<file path="config.mk">
export PLATFORM = sky130hd
export DESIGN_NAME = multicycle_ctrl_flat
export DESIGN_NICKNAME = d
export VERILOG_FILES = /design/src/rtl/multicycle_ctrl_if.sv /design/src/rtl/multicycle_ctrl.sv /design/src/flat_wrapper.sv
export SDC_FILE = /design/constraint.sdc
export NUM_CORES = 1
export LEC_CHECK = 0
export ABC_AREA = 1
export BUFFER_PORTS_ARGS = -buffer_cell sky130_fd_sc_hd__buf_2
export CORE_MARGIN = 3
export CORE_UTILIZATION = 30
export CTS_CLUSTER_DIAMETER = 120
export CTS_CLUSTER_SIZE = 40
export DETAILED_ROUTE_END_ITERATION = 7
export PLACE_DENSITY = 0.57
export SYNTH_ARGS = -nofsm -noshare
export SYNTH_HDL_FRONTEND = slang
export SYNTH_SLANG_ARGS = --single-unit
</file>
<file path="constraint.sdc">
create_clock -name clk -period 1.5 [get_ports clk]
set_input_delay 0.075 -clock clk [delete_from_list [all_inputs] [get_ports clk]]
set_output_delay 0.075 -clock clk [all_outputs]
set_load 0.01 [all_outputs]
</file>
<file path="src/rtl/multicycle_ctrl_if.sv">
// Control bundle between the multicycle sequencer and the 8-bit RISC datapath.
// The sequencer (master) receives the opcode and memory handshake and drives
// every datapath control line; the datapath side uses the slave modport.
interface multicycle_ctrl_if;
  logic [5:0] op;
  logic       mem_ready;
  logic       pc_write;
  logic       pc_write_cond;
  logic [1:0] pc_source;
  logic       i_or_d;
  logic       mem_read;
  logic       mem_write;
  logic       ir_write;
  logic       mem_to_reg;
  logic       reg_dst;
  logic       reg_write;
  logic       alu_src_a;
  logic [1:0] alu_src_b;
  logic [1:0] alu_op;
  logic       instr_done;
  logic       illegal_op;
  logic       mem_err;
  logic [3:0] state;

  modport master (
    input  op, mem_ready,
    output pc_write, pc_write_cond, pc_source, i_or_d, mem_read, mem_write,
           ir_write, mem_to_reg, reg_dst, reg_write, alu_src_a, alu_src_b,
           alu_op, instr_done, illegal_op, mem_err, state
  );

  modport slave (
    output op, mem_ready,
    input  pc_write, pc_write_cond, pc_source, i_or_d, mem_read, mem_write,
           ir_write, mem_to_reg, reg_dst, reg_write, alu_src_a, alu_src_b,
           alu_op, instr_done, illegal_op, mem_err, state
  );
endinterface

</file>
<file path="src/rtl/multicycle_ctrl.sv">
// Multi-cycle sequencer for the 8-bit RISC datapath.
// Steps FETCH/DECODE/EXECUTE/MEMORY/WRITEBACK, with a bounded wait on every
// memory access (MEM_TIMEOUT cycles, then mem_err and a return to FETCH).
// Build option: define MC_JUMP_EN to generate the JUMP state for opcode 000010;
// without it that opcode is reported as illegal.
module multicycle_ctrl #(
  parameter int unsigned MEM_TIMEOUT = 15
) (
  input  logic              clk,
  input  logic              rst_n,
  multicycle_ctrl_if.master bus
);

  typedef enum logic [3:0] {
    S_FETCH     = 4'd0,
    S_DECODE    = 4'd1,
    S_MEM_ADDR  = 4'd2,
    S_MEM_READ  = 4'd3,
    S_MEM_WB    = 4'd4,
    S_MEM_WRITE = 4'd5,
    S_R_EXEC    = 4'd6,
    S_R_WB      = 4'd7,
    S_BRANCH    = 4'd8
`ifdef MC_JUMP_EN
    , S_JUMP    = 4'd9
`endif
  } state_t;

  localparam logic [5:0] OP_RTYPE = 6'b000000;
  localparam logic [5:0] OP_LW    = 6'b100011;
  localparam logic [5:0] OP_SW    = 6'b101011;
  localparam logic [5:0] OP_BEQ   = 6'b000100;
`ifdef MC_JUMP_EN
  localparam logic [5:0] OP_J     = 6'b000010;
`endif

  // Last wait count at which a still-low mem_ready gives up.
  localparam logic [7:0] WAIT_LAST = 8'(MEM_TIMEOUT - 32'd1);

  state_t     state_r;
  state_t     state_next_s;
  logic [7:0] wait_cnt_r;
  logic       is_store_r;
  logic       wait_state_s;
  logic       timeout_s;

  assign wait_state_s = (state_r == S_FETCH) || (state_r == S_MEM_READ) ||
                        (state_r == S_MEM_WRITE);
  // A ready on the final allowed cycle still completes the access.
  assign timeout_s    = wait_state_s && !bus.mem_ready && (wait_cnt_r == WAIT_LAST);
  assign bus.state    = state_r;

  // State register.
  always_ff @(posedge clk or negedge rst_n) begin
    if (!rst_n) begin
      state_r <= S_FETCH;
    end else begin
      state_r <= state_next_s;
    end
  end

  // Memory wait counter: restarts on every state entry (including a FETCH retry).
  always_ff @(posedge clk or negedge rst_n) begin
    if (!rst_n) begin
      wait_cnt_r <= 8'd0;
    end else if ((state_next_s != state_r) || timeout_s) begin
      wait_cnt_r <= 8'd0;
    end else if (wait_state_s && !bus.mem_ready) begin
      wait_cnt_r <= wait_cnt_r + 8'd1;
    end else begin
      wait_cnt_r <= wait_cnt_r;
    end
  end

  // Load/store class captured in DECODE so MEM_ADDR no longer depends on op.
  always_ff @(posedge clk or negedge rst_n) begin
    if (!rst_n) begin
      is_store_r <= 1'b0;
    end else if (state_r == S_DECODE) begin
      is_store_r <= (bus.op == OP_SW);
    end else begin
      is_store_r <= is_store_r;
    end
  end

  // Next-state and control decode; every output defaults to 0.
  always_comb begin
    state_next_s      = state_r;
    bus.pc_write      = 1'b0;
    bus.pc_write_cond = 1'b0;
    bus.pc_source     = 2'b00;
    bus.i_or_d        = 1'b0;
    bus.mem_read      = 1'b0;
    bus.mem_write     = 1'b0;
    bus.ir_write      = 1'b0;
    bus.mem_to_reg    = 1'b0;
    bus.reg_dst       = 1'b0;
    bus.reg_write     = 1'b0;
    bus.alu_src_a     = 1'b0;
    bus.alu_src_b     = 2'b00;
    bus.alu_op        = 2'b00;
    bus.instr_done    = 1'b0;
    bus.illegal_op    = 1'b0;
    bus.mem_err       = 1'b0;

    case (state_r)
      S_FETCH: begin
        bus.mem_read  = 1'b1;
        bus.alu_src_b = 2'b01;
        if (bus.mem_ready) begin
          bus.ir_write = 1'b1;
          bus.pc_write = 1'b1;
          state_next_s = S_DECODE;
        end else if (timeout_s) begin
          bus.mem_err  = 1'b1;
          state_next_s = S_FETCH;
        end else begin
          state_next_s = S_FETCH;
        end
      end
      S_DECODE: begin
        bus.alu_src_b = 2'b11;
        case (bus.op)
          OP_RTYPE:     state_next_s = S_R_EXEC;
          OP_LW, OP_SW: state_next_s = S_MEM_ADDR;
          OP_BEQ:       state_next_s = S_BRANCH;
`ifdef MC_JUMP_EN
          OP_J:         state_next_s = S_JUMP;
`endif
          default: begin
            bus.illegal_op = 1'b1;
            bus.instr_done = 1'b1;
            state_next_s   = S_FETCH;
          end
        endcase
      end
      S_MEM_ADDR: begin
        bus.alu_src_a = 1'b1;
        bus.alu_src_b = 2'b10;
        if (is_store_r) begin
          state_next_s = S_MEM_WRITE;
        end else begin
          state_next_s = S_MEM_READ;
        end
      end
      S_MEM_READ: begin
        bus.mem_read = 1'b1;
        bus.i_or_d   = 1'b1;
        if (bus.mem_ready) begin
          state_next_s = S_MEM_WB;
        end else if (timeout_s) begin
          bus.mem_err  = 1'b1;
          state_next_s = S_FETCH;
        end else begin
          state_next_s = S_MEM_READ;
        end
      end
      S_MEM_WB: begin
        bus.reg_write  = 1'b1;
        bus.mem_to_reg = 1'b1;
        bus.instr_done = 1'b1;
        state_next_s   = S_FETCH;
      end
      S_MEM_WRITE: begin
        bus.mem_write = 1'b1;
        bus.i_or_d    = 1'b1;
        if (bus.mem_ready) begin
          bus.instr_done = 1'b1;
          state_next_s   = S_FETCH;
        end else if (timeout_s) begin
          bus.mem_err  = 1'b1;
          state_next_s = S_FETCH;
        end else begin
          state_next_s = S_MEM_WRITE;
        end
      end
      S_R_EXEC: begin
        bus.alu_src_a = 1'b1;
        bus.alu_op    = 2'b10;
        state_next_s  = S_R_WB;
      end
      S_R_WB: begin
        bus.reg_write  = 1'b1;
        bus.reg_dst    = 1'b1;
        bus.instr_done = 1'b1;
        state_next_s   = S_FETCH;
      end
      S_BRANCH: begin
        bus.alu_src_a     = 1'b1;
        bus.alu_op        = 2'b01;
        bus.pc_write_cond = 1'b1;
        bus.pc_source     = 2'b01;
        bus.instr_done    = 1'b1;
        state_next_s      = S_FETCH;
      end
`ifdef MC_JUMP_EN
      S_JUMP: begin
        bus.pc_write   = 1'b1;
        bus.pc_source  = 2'b10;
        bus.instr_done = 1'b1;
        state_next_s   = S_FETCH;
      end
`endif
      default: begin
        state_next_s = S_FETCH;
      end
    endcase
  end

endmodule

</file>
<file path="src/flat_wrapper.sv">
// flat-port wrapper written by rule: the top's interface ports become plain ports
module multicycle_ctrl_flat 
#(
  parameter int unsigned MEM_TIMEOUT = 15
)
  (clk, rst_n, bus_op, bus_mem_ready, bus_pc_write, bus_pc_write_cond, bus_pc_source, bus_i_or_d, bus_mem_read, bus_mem_write, bus_ir_write, bus_mem_to_reg, bus_reg_dst, bus_reg_write, bus_alu_src_a, bus_alu_src_b, bus_alu_op, bus_instr_done, bus_illegal_op, bus_mem_err, bus_state);
  multicycle_ctrl_if bus_i ();
  input  logic clk;
  input  logic rst_n;
  input wire logic [$bits(bus_i.op)-1:0] bus_op;
  input wire logic [$bits(bus_i.mem_ready)-1:0] bus_mem_ready;
  output wire logic [$bits(bus_i.pc_write)-1:0] bus_pc_write;
  output wire logic [$bits(bus_i.pc_write_cond)-1:0] bus_pc_write_cond;
  output wire logic [$bits(bus_i.pc_source)-1:0] bus_pc_source;
  output wire logic [$bits(bus_i.i_or_d)-1:0] bus_i_or_d;
  output wire logic [$bits(bus_i.mem_read)-1:0] bus_mem_read;
  output wire logic [$bits(bus_i.mem_write)-1:0] bus_mem_write;
  output wire logic [$bits(bus_i.ir_write)-1:0] bus_ir_write;
  output wire logic [$bits(bus_i.mem_to_reg)-1:0] bus_mem_to_reg;
  output wire logic [$bits(bus_i.reg_dst)-1:0] bus_reg_dst;
  output wire logic [$bits(bus_i.reg_write)-1:0] bus_reg_write;
  output wire logic [$bits(bus_i.alu_src_a)-1:0] bus_alu_src_a;
  output wire logic [$bits(bus_i.alu_src_b)-1:0] bus_alu_src_b;
  output wire logic [$bits(bus_i.alu_op)-1:0] bus_alu_op;
  output wire logic [$bits(bus_i.instr_done)-1:0] bus_instr_done;
  output wire logic [$bits(bus_i.illegal_op)-1:0] bus_illegal_op;
  output wire logic [$bits(bus_i.mem_err)-1:0] bus_mem_err;
  output wire logic [$bits(bus_i.state)-1:0] bus_state;
  assign bus_i.op = bus_op;
  assign bus_i.mem_ready = bus_mem_ready;
  assign bus_pc_write = bus_i.pc_write;
  assign bus_pc_write_cond = bus_i.pc_write_cond;
  assign bus_pc_source = bus_i.pc_source;
  assign bus_i_or_d = bus_i.i_or_d;
  assign bus_mem_read = bus_i.mem_read;
  assign bus_mem_write = bus_i.mem_write;
  assign bus_ir_write = bus_i.ir_write;
  assign bus_mem_to_reg = bus_i.mem_to_reg;
  assign bus_reg_dst = bus_i.reg_dst;
  assign bus_reg_write = bus_i.reg_write;
  assign bus_alu_src_a = bus_i.alu_src_a;
  assign bus_alu_src_b = bus_i.alu_src_b;
  assign bus_alu_op = bus_i.alu_op;
  assign bus_instr_done = bus_i.instr_done;
  assign bus_illegal_op = bus_i.illegal_op;
  assign bus_mem_err = bus_i.mem_err;
  assign bus_state = bus_i.state;
  multicycle_ctrl #(.MEM_TIMEOUT(MEM_TIMEOUT)) u_core (.clk(clk), .rst_n(rst_n), .bus(bus_i));
endmodule
</file>
**Word level (Yosys, flattened, before mapping)**

Index checks and enable logic that the tools add are counted.

- Add/sub/neg operators: 1
- Eq/ne operators: 13
- Multiplexer cells: 29
- Reductions and logical operators: 17

Operator list:

| operator | count |
|---|---|
| $pmux 4 s6 | 1 |
| $mux 1 | 17 |
| $eq 4x3->1 const B | 4 |
| $mux 8 | 2 |
| $eq 6x6->1 const B | 2 |
| $pmux 4 s3 | 1 |
| $reduce_or 3->1 | 3 |
| $add 8x1->8 const B | 1 |
| $eq 4x2->1 const B | 2 |
| $eq 8x4->1 const B | 1 |
| $mux 4 | 2 |
| $reduce_or 2->1 | 4 |
| $eq 6x3->1 const B | 1 |
| $logic_not 6->1 | 1 |
| $mux 3 | 2 |
| $pmux 2 s3 | 1 |
| $eq 4x1->1 const B | 1 |
| $eq 4x4->1 const B | 1 |
| $logic_not 4->1 | 1 |
| $ne 4x4->1 | 1 |
| $pmux 2 s2 | 1 |
| $reduce_or 4->1 | 1 |
| $logic_or 1x1->1 | 3 |
| $pmux 1 s3 | 1 |
| 4 further kinds | 5 |

- Bits in registers: 13
- Bits of input ports: 9
- Output and inout bits: 23
- Logic and storage cells: 63

**Logic depth before layout (Yosys ltp)**

Gate-level depths: netlist (run 1).

- Depth in word-level cells: 11
- Gate-level depth with buffers: 13
- Depth with buffers taken out: 13

**Worst setup path after synthesis (run 1)**

OpenSTA, ideal clock, no wires.

- Path kind: reg-to-reg
- Start point: register u_core.state_r[0], in the netlist u_core.bus.state[0]
- End point: register u_core.wait_cnt_r[2]
- Setup time: 0.121 ns
- Arrival time: 1.483 ns
- Required time: 1.379 ns
- Path slack: -0.104 ns
- Cell stages (with the launch flop): 13
- Buffers on the path: 0
- Period minus slack after synthesis: 1.604 ns
- Cells stage by stage: dfrtp_1 -> nand2_1 -> clkinv_1 -> nand2_2 -> nand3_2 -> a21oi_2 -> nand2_1 -> nand2_1 -> nor2_1 -> nor2_1 -> nor2_4 -> nand2_4 -> nor2_2

- Longest elaborated chain between the ends: 11
- Elaborated cells between the ends (all ways): 19
- Classes of those cells: eq/ne: 6; mux: 6; reduce/logical: 7

RTL lines:

| element | line | RTL |
|---|---|---|
| start: declaration | multicycle_ctrl.sv:40 | `state_t state_r;` |
| start signal: assignment | multicycle_ctrl.sv:58 | `state_r <= state_next_s;` |
| $eq 4x2->1 / $logic_not 4->1 (equally long branches) | multicycle_ctrl.sv:47, multicycle_ctrl.sv:106 |  |
| $logic_or 1x1->1 (2 in a row) | multicycle_ctrl.sv:47 | `assign wait_state_s = (state_r == S_FETCH) \|\| (state_r == S_MEM_READ) \|\|` |
| $logic_and 1x1->1 | multicycle_ctrl.sv:50, multicycle_ctrl.sv:68 |  |
| $logic_and 1x1->1 | multicycle_ctrl.sv:50 | `assign timeout_s = wait_state_s && !bus.mem_ready && (wait_cnt_r == WAIT_LAST);` |
| $mux 3 / $mux 2 (equally long branches) | multicycle_ctrl.sv:170, multicycle_ctrl.sv:151 |  |
| $mux 4, on equally long branches | multicycle_ctrl.sv:167, multicycle_ctrl.sv:149 |  |
| $pmux 4 s6 | multicycle_ctrl.sv:106 | `case (state_r)` |
| $ne 4x4->1 | multicycle_ctrl.sv:66 | `end else if ((state_next_s != state_r) \|\| timeout_s) begin` |
| $logic_or 1x1->1 | multicycle_ctrl.sv:66 |  |
| $mux 8 / $reduce_bool 2->1 (equally long branches) | - |  |
| end signal: assignment | multicycle_ctrl.sv:69 | `wait_cnt_r <= wait_cnt_r + 8'd1;` |
| end signal: assignment | multicycle_ctrl.sv:71 | `wait_cnt_r <= wait_cnt_r;` |
| end: declaration | multicycle_ctrl.sv:42 | `logic [7:0] wait_cnt_r;` |

Several ways; a longest one is shown, not always the timed one.
A chain may end at the register's enable or synchronous reset.

**Worst setup path after layout (run 1)**

- Start point: register u_core.state_r[0], in the netlist u_core.bus.state[0]
- End point: output port bus_instr_done

- Longest elaborated chain between the ends: 3
- Elaborated cells between the ends (all ways): 7
- Classes of those cells: eq/ne: 5; mux: 1; reduce/logical: 1

RTL lines:

| element | line | RTL |
|---|---|---|
| $eq 4x3->1 / $eq 4x4->1 (equally long branches) | multicycle_ctrl.sv:106 |  |
| $reduce_or 3->1 (no source line) | - |  |
| $pmux 1 s3 * | multicycle_ctrl.sv:106 |  |
| end: declaration | flat_wrapper.sv:25 | `output wire logic [$bits(bus_i.instr_done)-1:0] bus_instr_done;` |

Every way passes the cells marked *; elsewhere a longest branch is shown, timed or not.

==> summary.md, run 1 <==
| Metric | Value |
|---|---|
| Status | finished, violations left |
| Violated checks | negative setup slack |
| Mapped cell area | 970 µm² |
| Worst EP arrival | 1650 ps |
| Routed Antenna Nets | 0 |
| Largest net degree at the start of global routing | 14 |
| TritonRoute pass-1 iters | 4 |
| Crit path cell chain | inv_2 -> nor2_4 -> nand2_2 -> inv_2 -> buf_6 -> a2111o_1 -> buf_2 |
| RSZ-0062 raised after global routing | true |
| Tcrit/Tclk final | 1.15 |
| Multi-input gate area | 621 µm² |
| Max Fclk | 581 MHz |
| R2R setup slack | -210 ps |
| Clock power share | 0.090 |
| Placed insts | 239 |
| Final Hold Viols | 0 |
| Placed cell areas | 1400 µm² |
| Starting Density | 0.315 |
| Root buf cell | clkbuf_4 |
| Sw power | 1.07 mW |
| Final WS setup | -222 ps |
| Slowest CP cell | dfrtp_2 |
| Clk Latency, worst-skew pair | 270 ps |
| Vias per cell | 4.35 |
| Worst R2R End | u_core.wait_cnt_r[5] |
| Hold Path Class | in2reg |
| Finished Layout Cells | 254 |
| Int Power | 1.30 mW |
| Syn avg cell area | 7.08 µm² |
| Vias | 1106 |
| Antenna violations before repair | 0 |
| Synthesized flop and latch total | 13 |
| Synth top area cells | dfrtp_1 (34%), nand2_1 (9.7%), inv_1 (8.5%) |
| Final period demand of the worst path | 1720 ps |
| Slowest cell delay on critical path | 460 ps |
| Cell taking the most area after synthesis | dfrtp_1 |
| Synth cell types | 26 |
| Worst R2R Start | u_core.bus.state[3] |
| Clock Skews | 6.77 ps |
| Hpwl dp | 2110 µm |
| Post-Syn Instances | 137 |
| Fin. max-slew vios | 0 |
| # IOs | 32 |
| Post-synth EDFFs | 0 |
| Pwr dens | 1440 nW/µm² |
| Synth Warn # | 0 |
| Clock sinks | 13 |
| FF-to-FF path depth | 12 |
| Main synth FF type | dfrtp_1 |
| Max clock buf depth | 2 |
| Register area | 330 µm² |
| DRT Wirelength | 2780 µm |
| Clk pin slew, worst setup/hold paths | 80 ps |
| Fill count | 294 |
| Die Ht | 62.9 µm |
| GP Congestion | 0.835 |
| Crit-path max FO | 6 |
| Synthesis-to-finish area growth | 69.9% |
| Wirelength per Cell | 10.9 µm |
| Worst ir drop on vdd | 0.716 mV |
| Final instance area | 1650 µm² |
| Residual DRC | 0 |
| Top cell type's share of synthesized area | 0.335 |
| CTS buffer count | 3 |
| Nets@finish | 222 |
| Static leakage | 0.874 nW |
| Congestion Overflow GR | 0 |
| Synth Net Count | 148 |
| Die width | 62.9 µm |
| CP Capture Type | output pin |
| Share of power burned in registers | 0.209 |
| Die area | 3950 µm² |
| Synth async-reset ratio | 1.00 |
| # diodes | 0 |
| CP startpoint kind | flip-flop |
| Setup crit end | bus_instr_done |
| Port Buf Inserts | 30 |
| 1st-iter DRT viols | 27 |
| Placeable Area | 3080 µm² |
| TritonCTS clock tree | built |
| Logic pwr share | 0.701 |
| Htree depth | 1 |
| Worst EP required | 1420 ps |
| First-pass GRT wire length | 4560 µm |
| Sw frac | 0.452 |
| Seq/Total Area, Yosys | 0.335 |
| Most common cell in the netlist | nand2_1 |
| GR Util All Layers | 0.141 |
| Vias in the first global route | 1115 |
| Hold slack | 79.7 ps |
| Max-Cap Viols | 0 |
| Share of layout cells above drive strength 1 | 0.595 |
| Commonest cells in the netlist | nand2_1 (25), inv_1 (22), nor2_1 (19), dfrtp_1 (13), nor2_2 (13) |
| Row cnt | 20 |
| Top cell by count, worst path | inv_2 |
| WS Path Type | reg2out |
| Final setup violation count | 13 |
| Worst Setup SP | u_core.bus.state[0] |
routing by layer:
metal  part of all wire  routed length, µm  vias up  track usage
met5                  0                  0        -            0
met2               0.55               1520       31        0.288
met3              0.052                144        4       0.0216
met4              0.016                 44        0       0.0441
met1               0.38               1070      509        0.142
li1                   -                  -      562            -
final cells by class:
cell class | count | area share
clock buffers | 4 | 0.0159
flip-flops and latches | 13 | 0.200
well taps | 44 | 0.0334
inverters | 26 | 0.0623
repair buffers | 72 | 0.311
multi-input cells | 95 | 0.377
placed cells by master (no fill, tap or decap):
cell type / count
nor2_4: 8
ha_1: 1
dlygate4sd3_1: 1
nand4_1: 4
nand2_2: 6
a2111o_1: 1
ha_2: 1
inv_2: 7
a21oi_1: 4
o21ai_0: 2
nor3_4: 1
nand3b_1: 1
dfrtp_2: 4
and3_4: 1
nor2_2: 14
inv_4: 2
inv_1: 16
conb_1: 1
nand2_4: 3
nand2_1: 20
buf_6: 10
buf_4: 34
dfrtp_1: 9
nand3_2: 3
nor2_1: 11
clkbuf_1: 1
nor3_1: 2
buf_2: 27
o22ai_1: 1
clkbuf_4: 3
xor2_1: 4
xnor2_1: 2
nand3_1: 3
a21oi_2: 1
clkinv_1: 1
registers in the layout (all words and copies together) (netlist names):
signal / cells
u_core.wait_cnt_r: 8
u_core.bus.state: 4
u_core.is_store_r: 1
cell families after synthesis:
| logic type | after synthesis | share of synthesized area |
|---|---|---|
| AND/OR/NAND/NOR | 77 | 0.399 |
| buffers and inverters | 29 | 0.124 |
| flip-flops | 13 | 0.335 |
| AO/OA/AOI/OAI | 9 | 0.0581 |
| XOR/XNOR | 6 | 0.0542 |
| adder cells (fa/ha/maj) | 2 | 0.0258 |
| other | 1 | 0.00387 |
timing repair:
action | in CTS | in global routing
hold buffers | 1 | 0
resized for setup | 26 | 14
endpoints found under the setup margin | 16 | 23
pin swaps | 14 | 8
setup buffers | 10 | 1
hold endpoints to repair | 13 | 0
critical path, delay by kind of cell, from the launching register on:
family	cells	cell delay [ps]
buffers and inverters	4	400
AOI/OAI and AO/OA	1	380
and+or+nand+nor	2	140
DFF	1	460
power by group through the flow:
stage          clock, mW  combinational (mW)  sequential [mW]
2_1_floorplan          0               0.743            0.512
3_3_place_gp           0                1.28            0.492
3_5_place_dp           0                1.31            0.496
4_1_cts            0.222                1.55            0.494
5_1_grt            0.246                1.82            0.508
6_report           0.213                1.66            0.495
worst min path at each step:
stage              start                   end  slack [ps]  depth (start not counted)
3_5_place_dp       rst_n  u_core.wait_cnt_r[4]         -20                          1
2_1_floorplan      rst_n   u_core.bus.state[0]        -220                          0
5_1_grt        bus_op[3]     u_core.is_store_r          60                          3
6_report       bus_op[3]     u_core.is_store_r          80                          3
3_3_place_gp       rst_n  u_core.wait_cnt_r[4]         -30                          1
4_1_cts        bus_op[3]     u_core.is_store_r          60                          3
per-stage QoR:
stage / utilization / TNS (ps) / total power [mW] / worst slack, ps
floorplan: - / -694 / 1.25 / -88.0
global placement: 0.455 / -1450 / 1.78 / -187
detailed placement: 0.455 / -1820 / 1.80 / -237
CTS: 0.517 / -1950 / 2.26 / -216
global route: 0.535 / -3790 / 2.57 / -327
finish: 0.535 / -1920 / 2.37 / -222
Power figures use the tool's default switching activity.
==> run 2, diff against run 1 <==
--- a/config.mk
+++ b/config.mk
@@ -7,6 +7,7 @@
 export LEC_CHECK = 0
 export ABC_AREA = 1
 export BUFFER_PORTS_ARGS = -buffer_cell sky130_fd_sc_hd__buf_2
+export CORE_ASPECT_RATIO = 1.75
 export CORE_MARGIN = 3
 export CORE_UTILIZATION = 30
 export CTS_CLUSTER_DIAMETER = 120
==> run 2 against run 1 <==
Against the previous run: the run still ends with negative setup slack left; worst setup slack worse by 52 ps; sequential share of layout area is 0.70 points lower; via count is 6.3% higher; global-route usage is 1.9 points higher; sequential cell count stayed put; design area is 3.6% higher; critical path depth is 1 higher; critical path type unchanged; critical endpoint unchanged; largest power group unchanged; highest routed layer unchanged.
==> summary.md, run 2 (synthesis results as in run 1) <==
| Metric | Value |
|---|---|
| Clock sinks | 13 |
| Clock Skews | 2.20 ps |
| Top reg by flops | u_core.wait_cnt_r |
| Placeable Area | 2990 µm² |
| Final WS setup | -275 ps |
| Vias per cell | 4.56 |
| Wirelength per Cell | 12.2 µm |
| TritonRoute pass-1 iters | 4 |
| Number of flip-flops in the largest register | 8 |
| Worst EP arrival | 1700 ps |
| Post-layout util | 0.571 |
| Residual DRC | 0 |
| Int Power | 1.45 mW |
| Sw power | 1.12 mW |
| Starting Density | 0.324 |
| Fill count | 292 |
| Finished Layout Cells | 258 |
| GR Util All Layers | 0.160 |
| Htree depth | 1 |
| Final Hold Viols | 0 |
| Routed Antenna Nets | 0 |
| Vias | 1176 |
| Final instance area | 1710 µm² |
| Root buf cell | clkbuf_8 |
| Share of power burned in registers | 0.195 |
| Fin. max-slew vios | 0 |
| Hpwl dp | 2260 µm |
| Worst EP required | 1420 ps |
| Slowest CP cell | dfrtp_2 |
| CP startpoint kind | flip-flop |
| Status | finished, violations left |
| Row cnt | 26 |
| CTS buffer count | 3 |
| WS Path Type | reg2out |
| TritonCTS clock tree | built |
| Share of layout cells above drive strength 1 | 0.639 |
| Crit-path max FO | 5 |
| Tcrit/Tclk final | 1.18 |
| Placed cell areas | 1410 µm² |
| Max-Cap Viols | 0 |
| Final setup violation count | 21 |
| CP Capture Type | output pin |
| Crit path buffers/inverters | 4 |
| Most frequent cells in the layout | buf_4 (38), buf_2 (28), nor2_2 (17), nand2_1 (17), inv_1 (15) |
| Clock power share | 0.121 |
| Die Ht | 81.2 µm |
| Sw frac | 0.436 |
| First-pass GRT wire length | 4940 µm |
| Die width | 49.0 µm |
| # IOs | 32 |
| Synthesis-to-finish area growth | 76.1% |
| Pre-CTS setup slack | -262 ps |
| Nets@finish | 228 |
| Port Buf Inserts | 30 |
| Static leakage | 0.919 nW |
| Antenna violations before repair | 0 |
| Hold Path Class | in2reg |
| RSZ-0062 raised after global routing | true |
| Delay-heaviest family, CP | buffers and inverters |
| Largest net degree at the start of global routing | 14 |
| Congestion Overflow GR | 0 |
| Placed insts | 239 |
| Vias in the first global route | 1252 |
| Crit path cell chain | buf_6 -> nor2_4 -> buf_4 -> nand2_4 -> inv_4 -> and3_4 -> a2111o_1 -> buf_2 |
| # diodes | 0 |
| Final period demand of the worst path | 1770 ps |
| GP Congestion | 0.842 |
| Most common cell after layout, fill and taps aside | buf_4 |
| DRT Wirelength | 3150 µm |
| Max clock buf depth | 2 |
| Slowest cell delay on critical path | 390 ps |
| Worst ir drop on vdd | 1.18 mV |
| Violated checks | negative setup slack |
| Clk pin slew, worst setup/hold paths | 50 ps |
| Clk Latency, worst-skew pair | 240 ps |
| Logic pwr share | 0.684 |
| Max Fclk | 564 MHz |
| 1st-iter DRT viols | 6 |
| Pwr dens | 1500 nW/µm² |
| Die area | 3980 µm² |
run 2: changes by cell type in the layout (fill, tap and decap cells not counted), sizes merged:
| cell | change |
|---|---|
| buf | +6 |
run 2: timing repair:
action                                  CTS  global route
setup buffers                            13             4
hold endpoints to repair                 13             0
hold buffers                              1             0
resized for setup                        30            13
pin swaps                                20             9
endpoints found under the setup margin   16            27
run 2: worst paths after layout:
path | from | to | slack (ps) | cells past startpoint
min in group asynchronous | rst_n | u_core.wait_cnt_r[2] | 240 | 2
worst max register to register | u_core.bus.state[2] | u_core.wait_cnt_r[2] | -250 | 10
max in group asynchronous | rst_n | u_core.bus.state[0] | 1010 | 2
worst max-delay path | u_core.bus.state[2] | bus_instr_done | -270 | 8
worst min register to register | u_core.wait_cnt_r[0] | u_core.wait_cnt_r[0] | 540 | 2
worst min-delay path | bus_op[3] | u_core.is_store_r | 80 | 3
run 2: cell type report:
| type | count | area (µm²) | share of cell area |
|---|---|---|---|
| tap | 42 | 52.6 | 0.0308 |
| clock buffer | 4 | 45.0 | 0.0264 |
| inverter | 26 | 101 | 0.0593 |
| timing repair buffer | 78 | 559 | 0.327 |
| sequential | 13 | 330 | 0.193 |
| multi-input combinational | 95 | 619 | 0.363 |
run 2: tightest hold or removal path, stage by stage:
cell	delay [ps]
buf_2	90
nand2_1	50
o21ai_0	70
run 2: power groups by stage:
stage                     Combinational (mW)  Clock, mW  Sequential [mW]
after floorplan                        0.743          0            0.512
after global placement                  1.31          0            0.493
after detailed placement                1.33          0            0.496
after CTS                               1.65      0.321            0.494
after global routing                    1.88      0.337            0.511
final                                   1.76      0.310            0.501
run 2: metrics by stage:
step / setup TNS (ps) / hold WS, ps / power, mW
after CTS: -2560 / 77.8 / 2.47
after detailed placement: -2140 / -21.7 / 1.83
after global placement: -1980 / -30.5 / 1.80
after floorplan: -694 / -221 / 1.25
after global routing: -5220 / 96.1 / 2.73
final: -3180 / 76.7 / 2.57
run 2: per-layer routing:
layer	GRT usage	vias up	wire, µm
li1	-	578	-
met1	0.137	551	1030
met2	0.334	36	1890
met3	0.0165	11	88
met4	0.111	0	137
met5	0	-	0
==> run 3, diff against run 2 <==
--- a/config.mk
+++ b/config.mk
@@ -5,7 +5,6 @@
 export SDC_FILE = /design/constraint.sdc
 export NUM_CORES = 1
 export LEC_CHECK = 0
-export ABC_AREA = 1
 export BUFFER_PORTS_ARGS = -buffer_cell sky130_fd_sc_hd__buf_2
 export CORE_ASPECT_RATIO = 1.75
 export CORE_MARGIN = 3
@@ -13,7 +12,7 @@
 export CTS_CLUSTER_DIAMETER = 120
 export CTS_CLUSTER_SIZE = 40
 export DETAILED_ROUTE_END_ITERATION = 7
-export PLACE_DENSITY = 0.57
+export PLACE_DENSITY = 0.56
 export SYNTH_ARGS = -nofsm -noshare
 export SYNTH_HDL_FRONTEND = slang
 export SYNTH_SLANG_ARGS = --single-unit
==> run 3 against run 2 <==
Against the previous run: the run still ends with negative setup slack left; combinational power rose by 4%; largest power group unchanged; register-to-register slack got worse by 50 ps; cell count down 1.9%; routed wire length rose by 15%; worst setup slack got worse by 25 ps; die area up 8.8%; synthesized cell count is 9.5% lower.
==> summary.md, run 3 <==
| Metric | Value |
|---|---|
| Post-synth EDFFs | 0 |
| Vias in the first global route | 1257 |
| Sw power | 1.07 mW |
| R2R setup slack | -300 ps |
| Worst EP required | 1620 ps |
| Tot Pwr | 2.59 mW |
| Slowest cell delay on critical path | 570 ps |
| Crit path cell chain | or4b_4 -> nor2_4 -> a211oi_2 -> o2111ai_4 -> nor2_1 |
| GR Util All Layers | 0.159 |
| Slowest CP cell | or4b_4 |
| Die area | 4330 µm² |
| Die width | 51.0 µm |
| TritonRoute pass-1 iters | 4 |
| Final setup violation count | 26 |
| Residual DRC | 0 |
| Fin. max-slew vios | 0 |
| Clk Latency, worst-skew pair | 240 ps |
| GP Congestion | 0.847 |
| Sw frac | 0.412 |
| Die Ht | 84.8 µm |
| Max Fclk | 556 MHz |
| Synth Warn # | 0 |
| Most common cell after layout, fill and taps aside | buf_4 |
| CP startpoint kind | flip-flop |
| Synth cell types | 43 |
| Synth async-reset ratio | 1.00 |
| Max-Cap Viols | 0 |
| WS Path Type | reg2reg |
| Synthesized flop and latch total | 13 |
| Vias per cell | 4.89 |
| Routed Antenna Nets | 0 |
| Clock power share | 0.118 |
| Top cell type's share of synthesized area | 0.306 |
| Top reg by flops | u_core.wait_cnt_r |
| Hpwl dp | 2600 µm |
| Clock Skews | 2.57 ps |
| Worst hold path cell count | 2 |
| Final period demand of the worst path | 1800 ps |
| Synth top area cells | dfrtp_1 (31%), xor2_1 (6.6%), nor2_1 (5.6%) |
| Static leakage | 0.952 nW |
| Largest net degree at the start of global routing | 14 |
| Starting Density | 0.313 |
| Final WS setup | -299 ps |
| Placeable Area | 3400 µm² |
| Cell taking the most area after synthesis | dfrtp_1 |
| Main synth FF type | dfrtp_1 |
| Port Buf Inserts | 30 |
| FF-to-FF path depth | 5 |
| Congestion Overflow GR | 0 |
| Commonest cells in the netlist | nor2_1 (16), dfrtp_1 (13), xor2_1 (8), a21oi_1 (7), nand2_1 (7) |
| Most frequent cells in the layout | buf_4 (42), buf_2 (28), buf_6 (18) |
| Hold path startpoint | bus_op[4] |
| Max clock buf depth | 2 |
| Vias | 1238 |
| Status | finished, violations left |
| Int Power | 1.53 mW |
| Wirelength per Cell | 14.4 µm |
| Clk pin slew, worst setup/hold paths | 50 ps |
| Antenna violations before repair | 0 |
| Tcrit/Tclk final | 1.20 |
| Synthesis-to-finish area growth | 85.7% |
| Violated checks | negative setup slack |
| RSZ-0062 raised after global routing | true |
| Hold Path Class | in2reg |
| Post-Syn Instances | 124 |
| DRT Wirelength | 3630 µm |
| TritonCTS clock tree | built |
| # IOs | 32 |
| Logic pwr share | 0.705 |
| Worst EP arrival | 1920 ps |
| Worst R2R End | u_core.wait_cnt_r[2] |
| Most common cell in the netlist | nor2_1 |
| CP Capture Type | flip-flop |
| Synth Net Count | 135 |
| Row cnt | 28 |
| Worst R2R Start | u_core.bus.state[3] |
| Nets@finish | 220 |
| Clock sinks | 13 |
| CTS buffer count | 3 |
| Mapped cell area | 1060 µm² |
| Final Hold Viols | 0 |
| Share of layout cells above drive strength 1 | 0.649 |
| Htree depth | 1 |
| 1st-iter DRT viols | 6 |
| Number of flip-flops in the largest register | 8 |
| Crit-path max FO | 8 |
| Root buf cell | clkbuf_8 |
| # diodes | 0 |
| Post-layout util | 0.582 |
| First-pass GRT wire length | 5420 µm |
| Worst Hold Endpoint | u_core.bus.state[3] |
| Syn avg cell area | 8.59 µm² |
| Worst ir drop on vdd | 1.00 mV |
| Seq/Total Area, Yosys | 0.306 |
| Pwr dens | 1310 nW/µm² |
| Share of power burned in registers | 0.177 |
-- run 3: logic make-up (layout without fill, tap and decap cells) --
kind of cell    count (synthesis)  count (layout)  synth area share
other cells                     1               1           0.00352
flops                          13              13             0.306
simple gates                   64              64             0.334
compound gates                 19              19             0.162
xor+xnor                        9               9            0.0740
fa+ha+maj                       3               3            0.0341
buf+inv                        14              98            0.0775
mux                             1               1           0.00940
-- run 3: repair_timing --
action	CTS	global route
endpoints found under the setup margin	26	30
setup buffers	6	11
gates resized for setup	21	40
hold buffers	1	0
pin swaps	10	17
cloned	0	0
endpoints found under the hold margin	13	0
-- run 3: worst max-delay path by stage --
stage,to,slack (ps),from
2_1_floorplan,u_core.wait_cnt_r[0],-190,u_core.bus.state[0]
3_3_place_gp,u_core.wait_cnt_r[1],-230,u_core.bus.state[0]
3_5_place_dp,u_core.wait_cnt_r[1],-250,u_core.bus.state[1]
4_1_cts,bus_instr_done,-280,u_core.bus.state[2]
5_1_grt,u_core.wait_cnt_r[2],-360,u_core.bus.state[3]
6_report,u_core.wait_cnt_r[2],-300,u_core.bus.state[3]
-- run 3: routing by layer --
layer | global-route usage | wire (µm) | vias to the layer above
met5 | 0 | 0 | -
met4 | 0.0588 | 90 | 0
met3 | 0.0141 | 102 | 12
met2 | 0.321 | 2240 | 29
met1 | 0.157 | 1200 | 597
li1 | - | - | 600
-- run 3: layout make-up --
class / instances / area, µm²
Fill cell: 314 / 1420
Multi-Input combinational cell: 97 / 847
Timing Repair Buffer: 90 / 683
Sequential cell: 13 / 328
Tap cell: 45 / 56.3
Clock buffer: 4 / 45.0
Inverter: 4 / 17.5
-- run 3: power groups by stage --
stage / logic (mW) / clock network, mW / registers (mW)
6_report: 1.83 / 0.306 / 0.459
5_1_grt: 1.98 / 0.329 / 0.464
4_1_cts: 1.57 / 0.321 / 0.453
3_5_place_dp: 1.42 / 0 / 0.454
3_3_place_gp: 1.39 / 0 / 0.449
2_1_floorplan: 0.826 / 0 / 0.473
-- run 3: worst max-delay path: cells and delay by family (launching register included) --
family	cells	cell delay, ps
simple gates	3	800
flops	1	430
compound gates	2	440
-- run 3: through the flow --
step	setup slack [ps]	cell area (µm²)	cells	setup TNS (ps)	hold slack [ps]
2_1_floorplan	-189	1110	124	-1830	-221
3_3_place_gp	-226	1560	231	-1910	-26.8
3_5_place_dp	-251	1560	231	-2460	-23.6
4_1_cts	-282	1730	242	-3940	28.8
5_1_grt	-359	1980	253	-5840	94.8
6_report	-299	1980	253	-4340	87.7
